===== src/rtl/stack_pc_if.sv =====
// stack_pc_if: control/status bundle for stack_pc_param
// master drives push/pop/jump/jump_addr/pc_inc/pc_load/pc_sel/data_in/err_clr;
// slave returns data_out/pc/depth/full/empty/ovf_err/udf_err.
interface stack_pc_if #(
    parameter int NIBBLES = 3,
    parameter int DEPTH   = 8
);
    localparam int PW = 4 * NIBBLES;
    localparam int SW = NIBBLES > 1 ? $clog2(NIBBLES) : 1;
    localparam int CW = $clog2(DEPTH + 1);
    logic          push;
    logic          pop;
    logic          jump;
    logic [PW-1:0] jump_addr;
    logic          pc_inc;
    logic          pc_load;
    logic [SW-1:0] pc_sel;
    logic [3:0]    data_in;
    logic          err_clr;
    logic [3:0]    data_out;
    logic [PW-1:0] pc;
    logic [CW-1:0] depth;
    logic          full;
    logic          empty;
    logic          ovf_err;
    logic          udf_err;
    modport master (
        output push, pop, jump, jump_addr, pc_inc, pc_load, pc_sel, data_in, err_clr,
        input  data_out, pc, depth, full, empty, ovf_err, udf_err
    );
    modport slave (
        input  push, pop, jump, jump_addr, pc_inc, pc_load, pc_sel, data_in, err_clr,
        output data_out, pc, depth, full, empty, ovf_err, udf_err
    );
endinterface


===== src/rtl/stack_pc_param.sv =====
// stack_pc_param: nibble-addressable program counter with a call/return stack
// clk, reset_n (sync, active-low); bus (slave): one operation per cycle,
// priority pc_load > push(+jump) > pop > jump > pc_inc; sticky ovf/udf flags.
module stack_pc_param #(
    parameter int NIBBLES   = 3,
    parameter int DEPTH     = 8,
    parameter int WRAP_MODE = 0
) (
    input logic        clk,
    input logic        reset_n,
    stack_pc_if.slave  bus
);
    localparam int PW = 4 * NIBBLES;
    localparam int CW = $clog2(DEPTH + 1);
    localparam int SW = NIBBLES > 1 ? $clog2(NIBBLES) : 1;
    logic [PW-1:0] stack [DEPTH];
    logic [PW-1:0] pc;
    logic [PW-1:0] top;
    logic [CW-1:0] depth;
    logic [3:0]    nib;
    logic          ovf, udf, full, empty;
    assign full  = depth == CW'(DEPTH);
    assign empty = depth == '0;
    // Newest entry lives at index depth-1; out-of-range selects read as zero.
    always_comb begin
        top = '0;
        nib = '0;
        for (int i = 0; i < DEPTH; i++)
            if (depth == CW'(i + 1)) top = stack[i];
        for (int n = 0; n < NIBBLES; n++)
            if (bus.pc_sel == SW'(n)) nib = pc[n*4 +: 4];
    end
    always_ff @(posedge clk) begin
        if (!reset_n) begin
            pc    <= '0;
            depth <= '0;
            ovf   <= 1'b0;
            udf   <= 1'b0;
            for (int i = 0; i < DEPTH; i++) stack[i] <= '0;
        end else begin
            // Clear first so a same-cycle set event below takes precedence.
            if (bus.err_clr) begin
                ovf <= 1'b0;
                udf <= 1'b0;
            end
            if (bus.pc_load) begin
                for (int n = 0; n < NIBBLES; n++)
                    if (bus.pc_sel == SW'(n)) pc[n*4 +: 4] <= bus.data_in;
            end else if (bus.push) begin
                if (!full) begin
                    for (int i = 0; i < DEPTH; i++)
                        if (depth == CW'(i)) stack[i] <= pc;
                    depth <= depth + CW'(1);
                    if (bus.jump) pc <= bus.jump_addr;
                end else begin
                    ovf <= 1'b1;
                    if (WRAP_MODE != 0) begin
                        for (int i = 0; i < DEPTH - 1; i++) stack[i] <= stack[i+1];
                        stack[DEPTH-1] <= pc;
                        if (bus.jump) pc <= bus.jump_addr;
                    end
                end
            end else if (bus.pop) begin
                if (!empty) begin
                    pc    <= top;
                    depth <= depth - CW'(1);
                end else begin
                    udf <= 1'b1;
                end
            end else if (bus.jump) begin
                pc <= bus.jump_addr;
            end else if (bus.pc_inc) begin
                pc <= pc + PW'(1);
            end
        end
    end
    assign bus.pc       = pc;
    assign bus.depth    = depth;
    assign bus.full     = full;
    assign bus.empty    = empty;
    assign bus.ovf_err  = ovf;
    assign bus.udf_err  = udf;
    assign bus.data_out = nib;
endmodule


===== src/flat_wrapper.sv =====
// flat-port wrapper written by rule: the top's interface ports become plain ports
module stack_pc_param_flat 
#(
    parameter int NIBBLES   = 3,
    parameter int DEPTH     = 8,
    parameter int WRAP_MODE = 0
)
  (clk, reset_n, bus_push, bus_pop, bus_jump, bus_jump_addr, bus_pc_inc, bus_pc_load, bus_pc_sel, bus_data_in, bus_err_clr, bus_data_out, bus_pc, bus_depth, bus_full, bus_empty, bus_ovf_err, bus_udf_err);
  stack_pc_if #(.NIBBLES(NIBBLES), .DEPTH(DEPTH)) bus_i ();
  input logic clk;
  input logic reset_n;
  input wire logic [$bits(bus_i.push)-1:0] bus_push;
  input wire logic [$bits(bus_i.pop)-1:0] bus_pop;
  input wire logic [$bits(bus_i.jump)-1:0] bus_jump;
  input wire logic [$bits(bus_i.jump_addr)-1:0] bus_jump_addr;
  input wire logic [$bits(bus_i.pc_inc)-1:0] bus_pc_inc;
  input wire logic [$bits(bus_i.pc_load)-1:0] bus_pc_load;
  input wire logic [$bits(bus_i.pc_sel)-1:0] bus_pc_sel;
  input wire logic [$bits(bus_i.data_in)-1:0] bus_data_in;
  input wire logic [$bits(bus_i.err_clr)-1:0] bus_err_clr;
  output wire logic [$bits(bus_i.data_out)-1:0] bus_data_out;
  output wire logic [$bits(bus_i.pc)-1:0] bus_pc;
  output wire logic [$bits(bus_i.depth)-1:0] bus_depth;
  output wire logic [$bits(bus_i.full)-1:0] bus_full;
  output wire logic [$bits(bus_i.empty)-1:0] bus_empty;
  output wire logic [$bits(bus_i.ovf_err)-1:0] bus_ovf_err;
  output wire logic [$bits(bus_i.udf_err)-1:0] bus_udf_err;
  assign bus_i.push = bus_push;
  assign bus_i.pop = bus_pop;
  assign bus_i.jump = bus_jump;
  assign bus_i.jump_addr = bus_jump_addr;
  assign bus_i.pc_inc = bus_pc_inc;
  assign bus_i.pc_load = bus_pc_load;
  assign bus_i.pc_sel = bus_pc_sel;
  assign bus_i.data_in = bus_data_in;
  assign bus_i.err_clr = bus_err_clr;
  assign bus_data_out = bus_i.data_out;
  assign bus_pc = bus_i.pc;
  assign bus_depth = bus_i.depth;
  assign bus_full = bus_i.full;
  assign bus_empty = bus_i.empty;
  assign bus_ovf_err = bus_i.ovf_err;
  assign bus_udf_err = bus_i.udf_err;
  stack_pc_param #(.NIBBLES(NIBBLES), .DEPTH(DEPTH), .WRAP_MODE(WRAP_MODE)) u_core (.clk(clk), .reset_n(reset_n), .bus(bus_i));
endmodule

===== config.mk =====
export PLATFORM = sky130hd
export DESIGN_NAME = stack_pc_param_flat
export DESIGN_NICKNAME = d
export VERILOG_FILES = /design/src/rtl/stack_pc_if.sv /design/src/rtl/stack_pc_param.sv /design/src/flat_wrapper.sv
export SDC_FILE = /design/constraint.sdc
export NUM_CORES = 1
export LEC_CHECK = 0
export BUFFER_PORTS_ARGS = -buffer_cell sky130_fd_sc_hd__buf_2
export CORE_MARGIN = 3
export CORE_UTILIZATION = 45
export DETAILED_ROUTE_END_ITERATION = 10
export PLACE_DENSITY_LB_ADDON = 0.2
export RECOVER_POWER = 25
export SLEW_MARGIN = 0
export SYNTH_ARGS = -nofsm -noshare
export SYNTH_HDL_FRONTEND = slang
export SYNTH_SLANG_ARGS = --single-unit

===== constraint.sdc =====
create_clock -name clk -period 8.06 [get_ports clk]
set_clock_uncertainty 0.1 [all_clocks]
set_input_delay 1.612 -clock clk [delete_from_list [all_inputs] [get_ports clk]]
set_output_delay 1.612 -clock clk [all_outputs]
set_load 0.03 [all_outputs]

==> reports/qor.yml <==
status:
  status: "finished with violations"
  violations: "capacitance limit, slew limit"
cts:
  clock-sinks: 114
  cts_tree: "yes"
  post_cts_buffers: 0
  htreeDepth: 4
  cts-root-buf: "clkbuf_16"
  clk_latency_ns: 0.42
  numCtsBuffers: 17
  path_clk_slew_ns: 0.05
  holdBufCountCts: 0
  clockBufferDepth: 2
  cts.repair.resized: 0
detailed_routing:
  post_drt_wl_per_cell_um: 22.7
  num_vias: 4761
  firstDrtPassIters: 5
  antenna_left: 0
  wl_um: 17600
  dr.first_iter.drc_count: 701
  vias_per_cell: 6.14
  route.detailed.drc: 0
pwr:
  pwr-share-clk_pct: 41.2
  static-leakage-power_nw: 2.43
  peakVddDrop_mv: 0.238
  power.total_w: 0.00171
  p_seq_share_pct: 41.7
  p_comb_share_pct: 17.0
  intPower_w: 0.00119
  power_switching_w: 0.000516
  p_sw_share_pct: 30.2
  powerDensity_nw_per_um2: 255
setup_path:
  cp_num_buf_inv: 1
  cp-startpoint: "bus_push"
  crit_type: "primary input to flop"
  crit_path_frequent_cell: "nand2_1"
  critical_path.top_delay_family: "simple AND/OR/NAND/NOR gates"
  reg2reg_from: "u_core.bus.depth[2]"
  critPathMaxFanout: 22
  cp.required_ns: 8.02
  cpPeakStageDelay_ns: 0.79
  r2r_setup_slack_ns: 4.50
  worstPathArrival_ns: 4.28
  regToRegEndpoint: "u_core.stack[1][44]"
  crit_path_cell_trace: "clkbuf_1 > nand2b_1 > nor3_1 > nand2_1 > nand2_1"
  endpoint_kind: "flop"
  worstSetupStartpointType: "primary input"
  slowest_stage: "clkbuf_1"
  reg2reg_depth: 4
final_layout:
  final_nets: 621
  fillers: 1129
  area_delta_synth_final_pct: 14.3
  stdcell_area_sq_um: 6690
  n_antenna_cell: 0
  drive_gt1_share_pct: 12.9
  instances_no_fill: 775
die:
  core_area_sq_um: 12700
  num_rows: 41
  initial_core_util_pct: 46.2
  die_w_um: 120
  die_y_um: 120
  die_area_sq_um: 14400
  io_pins: 50
worst_hold_path:
  worstHoldStart: "u_core.bus.udf_err"
  min_to: "u_core.bus.udf_err"
  holdPathStages: 3
  hp-class: "flop to flop"
synth:
  ys_ff_latch: 114
  async_reset_ff_share_pct: 0
  yosysSeqAreaShare_pct: 55.4
  synth_warnings: 0
  syn_nets: 589
  synth_cell_types: 67
  synth-main-ff-cell: "edfxtp_1"
  synth_edf_count: 96
  netlist_area_sq_um: 5850
  syn_area_per_cell_sq_um: 10.5
  synth_cells: 558
sta:
  finalHoldViolations: 0
  setup-tns-final_ns: 0
  finalMaxSlewViolations: 32
  worst_slew_pin_slew_ns: 1.54
  post-route-period-util_pct: 53.7
  setup_violations: 0
  finalCriticalPeriod_ns: 4.33
  rsz0062_at_grt: "false"
  fmax_mhz: 231
  relSlewSlack_pct: -2.61
global_route:
  gr-usage-all-layers_pct: 25.1
  grt_pass1_vias: 4507
  gr-total-overflow: 0
  grt_pass1_wl_um: 26800
  grt_max_degree: 41
  antenna_found_initial: 0
placed_design:
  dpl_cell_area_sq_um: 6170
  dp_hpwl_um: 12200
  port-buffer-count: 49
  gp_congestion: 0.975
  dp_cells: 743
job:
  cap_violations: 1
-- synth_stat cells (all sizes together), types with 3 or more instances --
master,count,share of area (%)
a2111oi,6,1.2
a211o,3,0.45
a211oi,5,0.64
a21o,3,0.38
a21oi,19,1.6
a221o,8,1.4
a221oi,18,2.7
a22oi,4,0.51
a32o,3,0.51
and3,3,0.32
buf,21,1.8
clkbuf,20,1.3
dfxtp,18,6.2
edfxtp,96,49
ha,5,1.1
inv,28,1.8
mux2i,11,1.9
nand2,39,2.5
nand2b,10,1.1
nand3,16,1.4
nand3b,5,0.64
nand4,5,0.64
nor2,95,6.1
nor2b,16,1.7
nor3,8,0.77
nor4,3,0.43
o211ai,3,0.47
o21a,4,0.51
o21ai,24,2.1
o221a,3,0.58
o22ai,3,0.32
o31ai,8,1.0
xnor2,8,1.2
xor2,4,0.60
-- power by group through the flow --
stage / registers [W] / logic (W) / clock network (W)
detailed placement: 0.000723 / 0.000289 / 0
global placement: 0.000721 / 0.000287 / 0
finish: 0.000712 / 0.000291 / 0.000704
floorplan: 0.000730 / 0.000185 / 0
global route: 0.000716 / 0.000312 / 0.000736
CTS: 0.000711 / 0.000291 / 0.000712
-- state kept, by name, summed over array words and instances, names as in the netlist --
signal,cells
u_core.stack,96
u_core.bus.depth,4
u_core.bus.ovf_err,1
u_core.bus.pc,12
u_core.bus.udf_err,1
-- logic make-up (layout without fill, tap and decap cells) --
family | count (synthesis) | after routing | synth area share, %
AND/OR/NAND/NOR | 214 | 214 | 17.6
AO/OA/AOI/OAI | 132 | 132 | 17.1
flip-flops | 114 | 114 | 55.4
buffers and inverters | 69 | 114 | 4.92
XOR/XNOR | 12 | 12 | 1.80
multiplexers | 12 | 12 | 2.07
adder cells (fa/ha/maj) | 5 | 5 | 1.07
-- worst register-to-register path, stage by stage (launching register included) --
cell and delay [ns]:
dfxtp_1 0.30, clkbuf_1 0.91, nor2b_1 0.72, inv_1 0.20
o31ai_2 0.95
-- metal layers --
layer	GRT usage, %	vias up	share of wire (%)
li1	-	2146	-
met4	16.1	0	5.6
met2	35.5	273	43
met5	0	-	0
met1	34.5	2294	42
met3	6.22	48	9.3
-- how the worst max path moves through the flow --
stage | to | slack [ns] | cells after the start
6_report | u_core.stack[0][5] | 3.73 | 5
5_1_grt | u_core.stack[0][17] | 3.50 | 5
4_1_cts | bus_data_out[0] | 3.85 | 5
3_5_place_dp | bus_data_out[0] | 3.85 | 5
3_3_place_gp | bus_data_out[2] | 3.93 | 5
2_1_floorplan | bus_data_out[0] | 3.66 | 3
-- through the flow --
step	setup slack (ns)	util [%]	hold WS, ns
after floorplan	3.66	-	0.521
after global placement	3.93	48.7	0.476
after detailed placement	3.85	48.7	0.500
after CTS	3.85	53.1	0.526
after global routing	3.50	52.8	0.563
final	3.73	52.8	0.524
-- cell type report --
type,instances,area [sq um],area share (%)
Inverter,28,105,1.57
Clock buffer,17,425,6.36
Clock inverter,15,133,1.98
Tap cell,172,215,3.22
Multi-Input combinational cell,375,2320,34.6
Timing Repair Buffer,54,253,3.78
Sequential cell,114,3240,48.5
-- cells in the final DEF (no fill, tap or decap), types with 9 or more instances in the layout --
cell	netlist	final
edfxtp_1	96	96
nor2_1	95	95
nand2_1	39	39
buf_2	17	31
inv_1	23	23
clkbuf_1	20	20
a21oi_1	19	19
a221oi_1	18	18
dfxtp_1	18	18
clkbuf_16	0	17
nor2b_1	16	16
nand3_1	16	16
o21ai_0	16	15
mux2i_1	11	11
nand2b_1	10	10
o21ai_1	8	9
Note: power is estimated with default switching activity, not from simulation.
